**src/rtl/clk_divisor_prog_pkg.sv**
```systemverilog
// Shared constants, state encoding and helpers for the programmable clock divider.
package clk_divisor_prog_pkg;

   localparam int unsigned DIV_W_DEF   = 8;
   localparam int unsigned DEF_DIV_DEF = 4;
   localparam int unsigned MIN_DIV     = 2;

   typedef enum logic [0:0] {
      StStop = 1'b0,
      StRun  = 1'b1
   } state_t;

   // Number of high cycles in a period of n; odd n gets the extra high cycle.
   function automatic int unsigned ceil_half(input int unsigned n);
      return (n / 2) + (n % 2);
   endfunction

endpackage

```
**src/rtl/clk_div_counter.sv**
```systemverilog
// Period counter: counts 0..limit-1 while enabled, flags the last count as a wrap.
module clk_div_counter #(
   parameter int unsigned DIV_W = 8
) (
   input  logic             clk_hf,
   input  logic             rst_n,
   input  logic             clear,
   input  logic             enable,
   input  logic [DIV_W-1:0] limit,
   output logic [DIV_W-1:0] count,
   output logic             wrap
);

   always_comb begin
      wrap = (count == (limit - 1'b1));
   end

   always_ff @(posedge clk_hf) begin
      if (!rst_n || clear) begin
         count <= '0;
      end else if (enable) begin
         count <= wrap ? '0 : count + 1'b1;
      end
   end

endmodule

```
**src/rtl/clk_divisor_prog.sv**
```systemverilog
// Programmable clock divider with a valid/ready divisor port; new divisors take
// effect only at period boundaries so the divided clock never glitches.
module clk_divisor_prog
   import clk_divisor_prog_pkg::*;
#(
   parameter int unsigned DIV_W   = DIV_W_DEF,
   parameter int unsigned DEF_DIV = DEF_DIV_DEF
) (
   input  logic             clk_hf,
   input  logic             rst_n,
   input  logic             en,
   input  logic [DIV_W-1:0] div_in,
   input  logic             div_valid,
   output logic             div_ready,
   output logic             div_err,
   output logic             clk,
   output logic             tick,
   output logic             running
);

   state_t           state_q, state_d;
   logic [DIV_W-1:0] n_q, n_d;
   logic [DIV_W-1:0] p_q, p_d;
   logic [DIV_W-1:0] cnt, cnt_d;
   logic             pending_q, pending_d;
   logic             wrap, run_wrap, apply, accept, legal;

   clk_div_counter #(
      .DIV_W (DIV_W)
   ) u_counter (
      .clk_hf (clk_hf),
      .rst_n  (rst_n),
      .clear  (state_q == StStop),
      .enable (state_q == StRun),
      .limit  (n_q),
      .count  (cnt),
      .wrap   (wrap)
   );

   always_comb begin
      run_wrap  = (state_q == StRun) && wrap;
      accept    = div_valid && div_ready;
      legal     = (32'(div_in) >= MIN_DIV);
      apply     = pending_q && ((state_q == StStop) || run_wrap);
      n_d       = apply ? p_q : n_q;
      p_d       = p_q;
      pending_d = pending_q;
      if (apply) begin
         pending_d = 1'b0;
      end else if (accept && legal) begin
         p_d       = div_in;
         pending_d = 1'b1;
      end

      state_d = state_q;
      unique case (state_q)
         StStop:  if (en) state_d = StRun;
         StRun:   if (run_wrap && !en) state_d = StStop;
         default: state_d = StStop;
      endcase

      // Mirrors the counter's next value so outputs can be registered in phase with it.
      cnt_d = ((state_q == StStop) || wrap) ? '0 : cnt + 1'b1;
   end

   always_ff @(posedge clk_hf) begin
      if (!rst_n) begin
         state_q   <= StStop;
         n_q       <= DIV_W'(DEF_DIV);
         p_q       <= '0;
         pending_q <= 1'b0;
         div_ready <= 1'b1;
         div_err   <= 1'b0;
         clk       <= 1'b0;
         tick      <= 1'b0;
         running   <= 1'b0;
      end else begin
         state_q   <= state_d;
         n_q       <= n_d;
         p_q       <= p_d;
         pending_q <= pending_d;
         div_ready <= !pending_d;
         div_err   <= accept && !legal;
         clk       <= (state_d == StRun) && (32'(cnt_d) < ceil_half(32'(n_d)));
         tick      <= (state_d == StRun) && (cnt_d == '0);
         running   <= (state_d == StRun);
      end
   end

endmodule

```
**config.mk**
```make
export PLATFORM = sky130hd
export DESIGN_NAME = clk_divisor_prog
export DESIGN_NICKNAME = d
export VERILOG_FILES = /design/src/rtl/clk_divisor_prog_pkg.sv /design/src/rtl/clk_div_counter.sv /design/src/rtl/clk_divisor_prog.sv
export SDC_FILE = /design/constraint.sdc
export NUM_CORES = 1
export LEC_CHECK = 0
export CORE_AREA = 5 5 60 89
export CTS_CLUSTER_SIZE = 24
export DETAILED_ROUTE_END_ITERATION = 16
export DIE_AREA = 0 0 65 94
export PLACE_DENSITY = 0.61
export SKIP_CTS_REPAIR_TIMING = 1
export SLEW_MARGIN = 15
export SYNTH_ARGS = -nofsm -noshare
export SYNTH_HDL_FRONTEND = slang
export SYNTH_SLANG_ARGS = --single-unit
```
**constraint.sdc**
```tcl
create_clock -name clk_hf -period 4.3 [get_ports clk_hf]
set_clock_uncertainty 0.15 [all_clocks]
set_input_delay 0.43 -clock clk_hf [delete_from_list [all_inputs] [get_ports clk_hf]]
set_output_delay 0.43 -clock clk_hf [all_outputs]
set_load 0.01 [all_outputs]
```
==> impl_metrics.env <==
export IMPL_nets=264
export IMPL_synth_seq_area_share=0.3087
export IMPL_synth_cell_type_count=47
export IMPL_hpwlAfterDp_microns=3427
export IMPL_max_stage_delay_ns=0.48
export IMPL_timing_rr_end="clk"
export IMPL_worstHoldStart="p_q[1]"
export IMPL_avgViaCountPerCell=5.639
export IMPL_crit_arrival_ns=4.10
export IMPL_cts_buffer_depth=2
export IMPL_clk_pin_slew_ns=0.06
export IMPL_min_period_ns=4.026
export IMPL_ys_async_sr_fraction=0
export IMPL_cts_root_buf="clkbuf_8"
export IMPL_critPathBufInv=1
export IMPL_hold_path_class="flip-flop to flip-flop"
export IMPL_placeableCoreArea_sq_um=4467
export IMPL_layout_drive_gt1_share=0.07500
export IMPL_rr_startpoint="n_q[0]"
export IMPL_dieArea_sq_um=6110
export IMPL_dieHeight_microns=94
export IMPL_final_hold_viol_count=0
export IMPL_reg2reg_depth=19
export IMPL_num_vias=1624
export IMPL_yosys_warnings=0
export IMPL_wl_per_cell_microns=15.12
export IMPL_grt_max_degree=24
export IMPL_p_per_area_nw_per_um2=295.6
export IMPL_rsz0062_at_grt="false"
export IMPL_power_w=0.0006431
export IMPL_final_cell_mix="30 x dfxtp_1, 24 x nor2_1, 21 x nand2_1"
export IMPL_htree_levels=2
export IMPL_syn_nets=256
export IMPL_leakagePower_nw=0.9001
export IMPL_grt_pass1_vias=1550
export IMPL_cp_max_fo=8
export IMPL_fin_worst_hold_slack_ns=0.3083
export IMPL_start_kind="flip-flop"
export IMPL_grt_use_total=0.1569
export IMPL_cp_cell_sequence="inv_1, ha_1, xor2_1, nor2_1, a211oi_1, o41ai_4, nand3_4, mux2_2, ha_1, ha_2, nand3_1, xor2_1, nand2_1, o21ai_0, ha_1, a21o_1, a21o_1, a21oi_1, o311a_1"
export IMPL_grt_ovfl_total=0
export IMPL_worst_slew_pin_slew_ns=0.7622
export IMPL_synth_top_area_share=0.3087
export IMPL_drc=0
export IMPL_final_setup_viol_count=0
export IMPL_synth_top_cell_by_area="dfxtp_1"
export IMPL_final_util=0.4871
export IMPL_synth_seq_cells=30
export IMPL_start_util=0.4356
export IMPL_final_common_cell="dfxtp_1"
export IMPL_timing_setup_tns_ns=0
export IMPL_clk_latency_ns=0.28
export IMPL_detail_route_antenna_nets=0
export IMPL_slowest_stage="o41ai_4"
export IMPL_ys_top_cells_by_area="dfxtp_1 31%, ha_1 7.1%, xor2_1 6.3%"
export IMPL_gp_congestion=0.7989
export IMPL_rrSetupSlack_ns=0.27
export IMPL_maxCapViolCount=0
export IMPL_cpMostUsedCell="ha_1"
export IMPL_mappedNetlistArea_sq_um=1946
export IMPL_crit_path_end_kind="flip-flop"
export IMPL_slew_headroom=0.4903
export IMPL_grt_pass1_wl_microns=7279
export IMPL_stdcell_area_sq_um=2176
export IMPL_final_max_slew_violation_count=0
export IMPL_required_ns=4.38
export IMPL_dpl_instance_area_sq_um=2091
export IMPL_diodes=0
export IMPL_ir_worst_vdd_uv=170.7
export IMPL_synth_ff_type="dfxtp_1"
export IMPL_numPortBuffers=16
export IMPL_cts_buffers=5
export IMPL_synthCells=233
export IMPL_ios=17
export IMPL_cts_tree="built"
export IMPL_antenna_found_initial=0
export IMPL_synth_edf_count=0
export IMPL_wl_microns=4354
export IMPL_cts_sinks=30
export IMPL_rows=30
export IMPL_syn_to_final_growth_pct=11.83
export IMPL_hold_path_cell_count=2
export IMPL_num_fill_cells=454
export IMPL_holdPathEnd="p_q[1]"
export IMPL_cp_top_family="compound AO/OA/AOI/OAI gates"
export IMPL_firstDrtPassIters=4
export IMPL_postSynthAreaPerCell_sq_um=8.350
export IMPL_drt_initial_drc_count=68
export IMPL_max_freq_ghz=0.2484
export IMPL_status="completed"
export IMPL_die_w_microns=65
export IMPL_crit_type="flip-flop to flip-flop"
export IMPL_period_share=0.9363
[cells in the mapped netlist (3+ instances only)]
master	number
inv_1	8
xor2_1	14
nand2_1	21
ha_1	11
dfxtp_1	30
o21ai_0	8
o21ai_1	4
a21oi_1	8
clkbuf_1	4
buf_2	8
nor2_1	24
and3_1	9
nand4_1	9
and2_1	3
mux2i_1	5
xnor2_1	12
nor3_1	4
nand3_1	14
[sequential cells by signal, summed over array words and instances (netlist names)]
signal           cells
u_counter.count      8
div_err              1
n_q                  8
clk                  1
p_q                  8
div_ready            1
pending_q            1
state_q              1
tick                 1
[cell type report]
cell class	instances	area, sq um	area share
Multi-Input combinational cell	179	1235	0.5676
Sequential cell	30	600.6	0.2760
Timing Repair Buffer	17	167.7	0.07706
Clock buffer	6	82.58	0.03795
Tap cell	48	60.06	0.02760
Inverter	8	30.03	0.01380
[cells by family (layout without fill, tap and decap cells)]
kind of cell / count (synthesis) / count (layout) / synth area share
buffers and inverters: 24 / 31 / 0.05787
adders and majority gates: 11 / 11 / 0.07074
and+or+nand+nor: 98 / 98 / 0.2637
AOI/OAI and AO/OA: 34 / 34 / 0.1228
muxes: 9 / 9 / 0.05080
DFF: 30 / 30 / 0.3087
xor gates and xnor gates: 27 / 27 / 0.1254
[where the power goes]
group          switching, W  internal (W)
clock             0.0000989      0.000123
combinational     0.0000557     0.0000534
sequential        0.0000198      0.000292
[how the worst max path moves through the flow]
stage | start | cells past startpoint | slack (ns) | endpoint
finish | n_q[0] | 19 | 0.27 | clk
global route | n_q[0] | 19 | 0.02 | clk
CTS | n_q[0] | 19 | 0.23 | clk
detailed placement | n_q[0] | 19 | 0.24 | clk
global placement | n_q[0] | 19 | 0.32 | clk
floorplan | n_q[0] | 20 | 0.55 | clk
[stage by stage]
| stage | std cells | setup WS [ns] |
|---|---|---|
| after floorplan | 233 | 0.5541 |
| after global placement | 282 | 0.3150 |
| after global routing | 288 | 0.01534 |
| after CTS | 288 | 0.2254 |
| after detailed placement | 282 | 0.2368 |
| final | 288 | 0.2738 |
[layer usage]
layer  wire (microns)  global-route usage  up-vias
li1                 -                   -      821
met1             1760              0.1621      768
met5                0                   0        -
met2             2339              0.2921       24
met4              135             0.08466        0
met3              119             0.02754       11
[tightest hold or removal path, cell delays in order (launching register included)]
cell,delay [ns]
dfxtp_1,0.31
nand2_1,0.05
o21ai_1,0.05
Power figures use the tool's default switching activity.
==> RTL change: new RTL, config.mk and constraints unchanged <==
Reset style: asynchronous (`rst_n`), changed in one clocked block.
--- a/src/rtl/clk_divisor_prog.sv
+++ b/src/rtl/clk_divisor_prog.sv
@@ -64,5 +64,5 @@
    end
 
-   always_ff @(posedge clk_hf) begin
+   always_ff @(posedge clk_hf or negedge rst_n) begin
       if (!rst_n) begin
          state_q   <= StStop;
Behaviour: differs if rst_n is asserted again (counterexample within 4 cycles, from zero or initial values and one cycle with rst_n low); with rst_n held inactive, the same outputs for 10 cycles.
==> RTL change against the original RTL <==
Synthesized area fell by 3.5%; worst setup slack gained 0.070 ns; combinational power down 15%; routed wire length shrank 5.0%; power rose by 13%; sequential share of layout area up 4.6 points; worst hold slack improved by 0.039 ns; cell area increased by 1.9%; sequential cell count unchanged; critical path type unchanged; largest cell class unchanged; highest routed layer unchanged.
==> RTL change: results (changes against the original RTL) <==
The run finished with clean final reports. The shortest period the worst path allows is 3.96 ns (-0.0697 ns). The number of antenna violations at the first check in global routing came out at 0 (unchanged). The number of DRC markers in iteration 0 is 28 (-59%). Sorting the synthesized cells by area gives the leading types as dfrtp_1, dfxtp_1, ha_1. The share of cells above drive strength 1 is 0.142 (+0.0666). The arrival time of the worst setup path is 3.98 ns (-0.12 ns).

The minimum setup slack among reg-to-reg paths is 0.34 ns (+0.07 ns). The number of cell instances on the worst register-to-register path came out at 20 (+1). The most common flop cell mapped by yosys is dfrtp_1. The leakage power came out at 0.994 nW (+10%).

In this run the worst hold path is classified as input port to asynchronous set/reset pin. The share of synthesized registers carrying an async set or reset was 0.733 (+0.733). The number of distinct library cell variants in the gate-level netlist after synthesis came out at 42 (-11%). The post-detailed-placement half-perimeter wirelength is 3250 um (-5.2%). Counting instances in the post-synthesis netlist gives the leading cell types as dfrtp_1, nor2_1, nand2_1. The relative max-transition margin came to 0.749 (+0.258). The worst-skew pair later-pin latency was 0.28 ns (about the same). The number of nets produced by synthesis came out at 218 (-15%). The maximum VDD drop came to 0.223 mV (+31%). The tree is rooted in a clkbuf_8. The via count of the routed design came out at 1,464 (-9.9%).

The total length of routed wires is 4140 um (-5.0%). The maximum cell stage delay along the critical path is 0.41 ns (-0.07 ns). The overall routing resource usage is 0.152 (-0.00483).

The count of fill cells added during filler insertion came to 427 (-5.9%). The post-place setup slack came out at 0.239 ns (+0.00204 ns). The first-pass GRT wire length came out at 7020 um (-3.6%).

The count of nets after finishing is 241 (-8.7%). The slowest stage of the critical path belongs to the cell dfrtp_1. The maximum net fanout on the critical path is 7 (-1). The routability congestion estimate came out at 0.797 (-0.21%). The antenna diode count was 0 (unchanged). The maximum number of pins on one net before global-route repair is 24 (unchanged).

The sequential element share of the synthesized area is 0.380 (+0.0713). The first-pass iteration count of the detailed router came out at 5 (+1).
==> RTL change: cell type report <==
cell class / count / area [um2] / area share
Clock buffer: 5 / 68.8 / 0.0310
Sequential cell: 30 / 713 / 0.322
Inverter: 8 / 30.0 / 0.0135
Clock inverter: 3 / 40.0 / 0.0181
Tap cell: 48 / 60.1 / 0.0271
Multi-Input combinational cell: 150 / 1090 / 0.493
Timing Repair Buffer: 23 / 213 / 0.0959
==> RTL change: critical path, delay by kind of cell, from the launching register on <==
family                   cells  cell delay [ns]
AO/OA/AOI/OAI                6             1.03
XOR/XNOR                     1             0.16
adder cells (fa/ha/maj)      4             0.90
buffers and inverters        3             0.43
flip-flops                   1             0.41
multiplexers                 1             0.13
AND/OR/NAND/NOR              5             0.64
==> RTL change: final timing paths <==
kind	to	start
worst min-delay path	n_q[7]$_DFF_PN0_	rst_n
max in group asynchronous	div_ready$_DFF_PN1_	rst_n
worst max-delay path	clk$_DFF_PN0_	n_q[0]$_DFF_PN0_
min in group clk_hf	div_err$_DFF_PN0_	div_ready$_DFF_PN1_
worst max register to register	clk$_DFF_PN0_	n_q[0]$_DFF_PN0_
worst min register to register	div_err$_DFF_PN0_	div_ready$_DFF_PN1_
==> RTL change: routing by layer <==
layer	global-route usage	wire length (um)	up-vias
met4	0.0882	164	0
met5	0	0	-
li1	-	-	726
met3	0.0335	143	18
met2	0.280	2270	30
met1	0.153	1560	690
==> RTL change: kinds of logic (layout without fill, tap and decap cells) <==
family / after synthesis / after routing / share of synthesized area
AOI/OAI and AO/OA: 25 / 25 / 0.103
xor gates and xnor gates: 24 / 24 / 0.116
adders and majority gates: 11 / 11 / 0.0733
buffers and inverters: 15 / 39 / 0.0380
DFF: 30 / 30 / 0.380
muxes: 16 / 16 / 0.0947
and+or+nand+nor: 74 / 74 / 0.195
==> RTL change: stage by stage <==
stage | cell area, um2 | instances | hold slack, ns | utilization | power [mW]
after floorplan | 1880 | 195 | -0.0156 | - | 0.410
after global placement | 2090 | 257 | 0.338 | 0.469 | 0.456
after detailed placement | 2090 | 257 | 0.334 | 0.469 | 0.457
after CTS | 2200 | 265 | 0.347 | 0.493 | 0.740
after global routing | 2220 | 267 | 0.366 | 0.496 | 0.773
final | 2220 | 267 | 0.347 | 0.496 | 0.728
==> RTL change: power by group <==
group,internal [mW],switching [mW],leakage (nW)
Sequential,0.319,0.0387,0.336
Combinational,0.0536,0.0387,0.599
Clock,0.170,0.108,0.0579
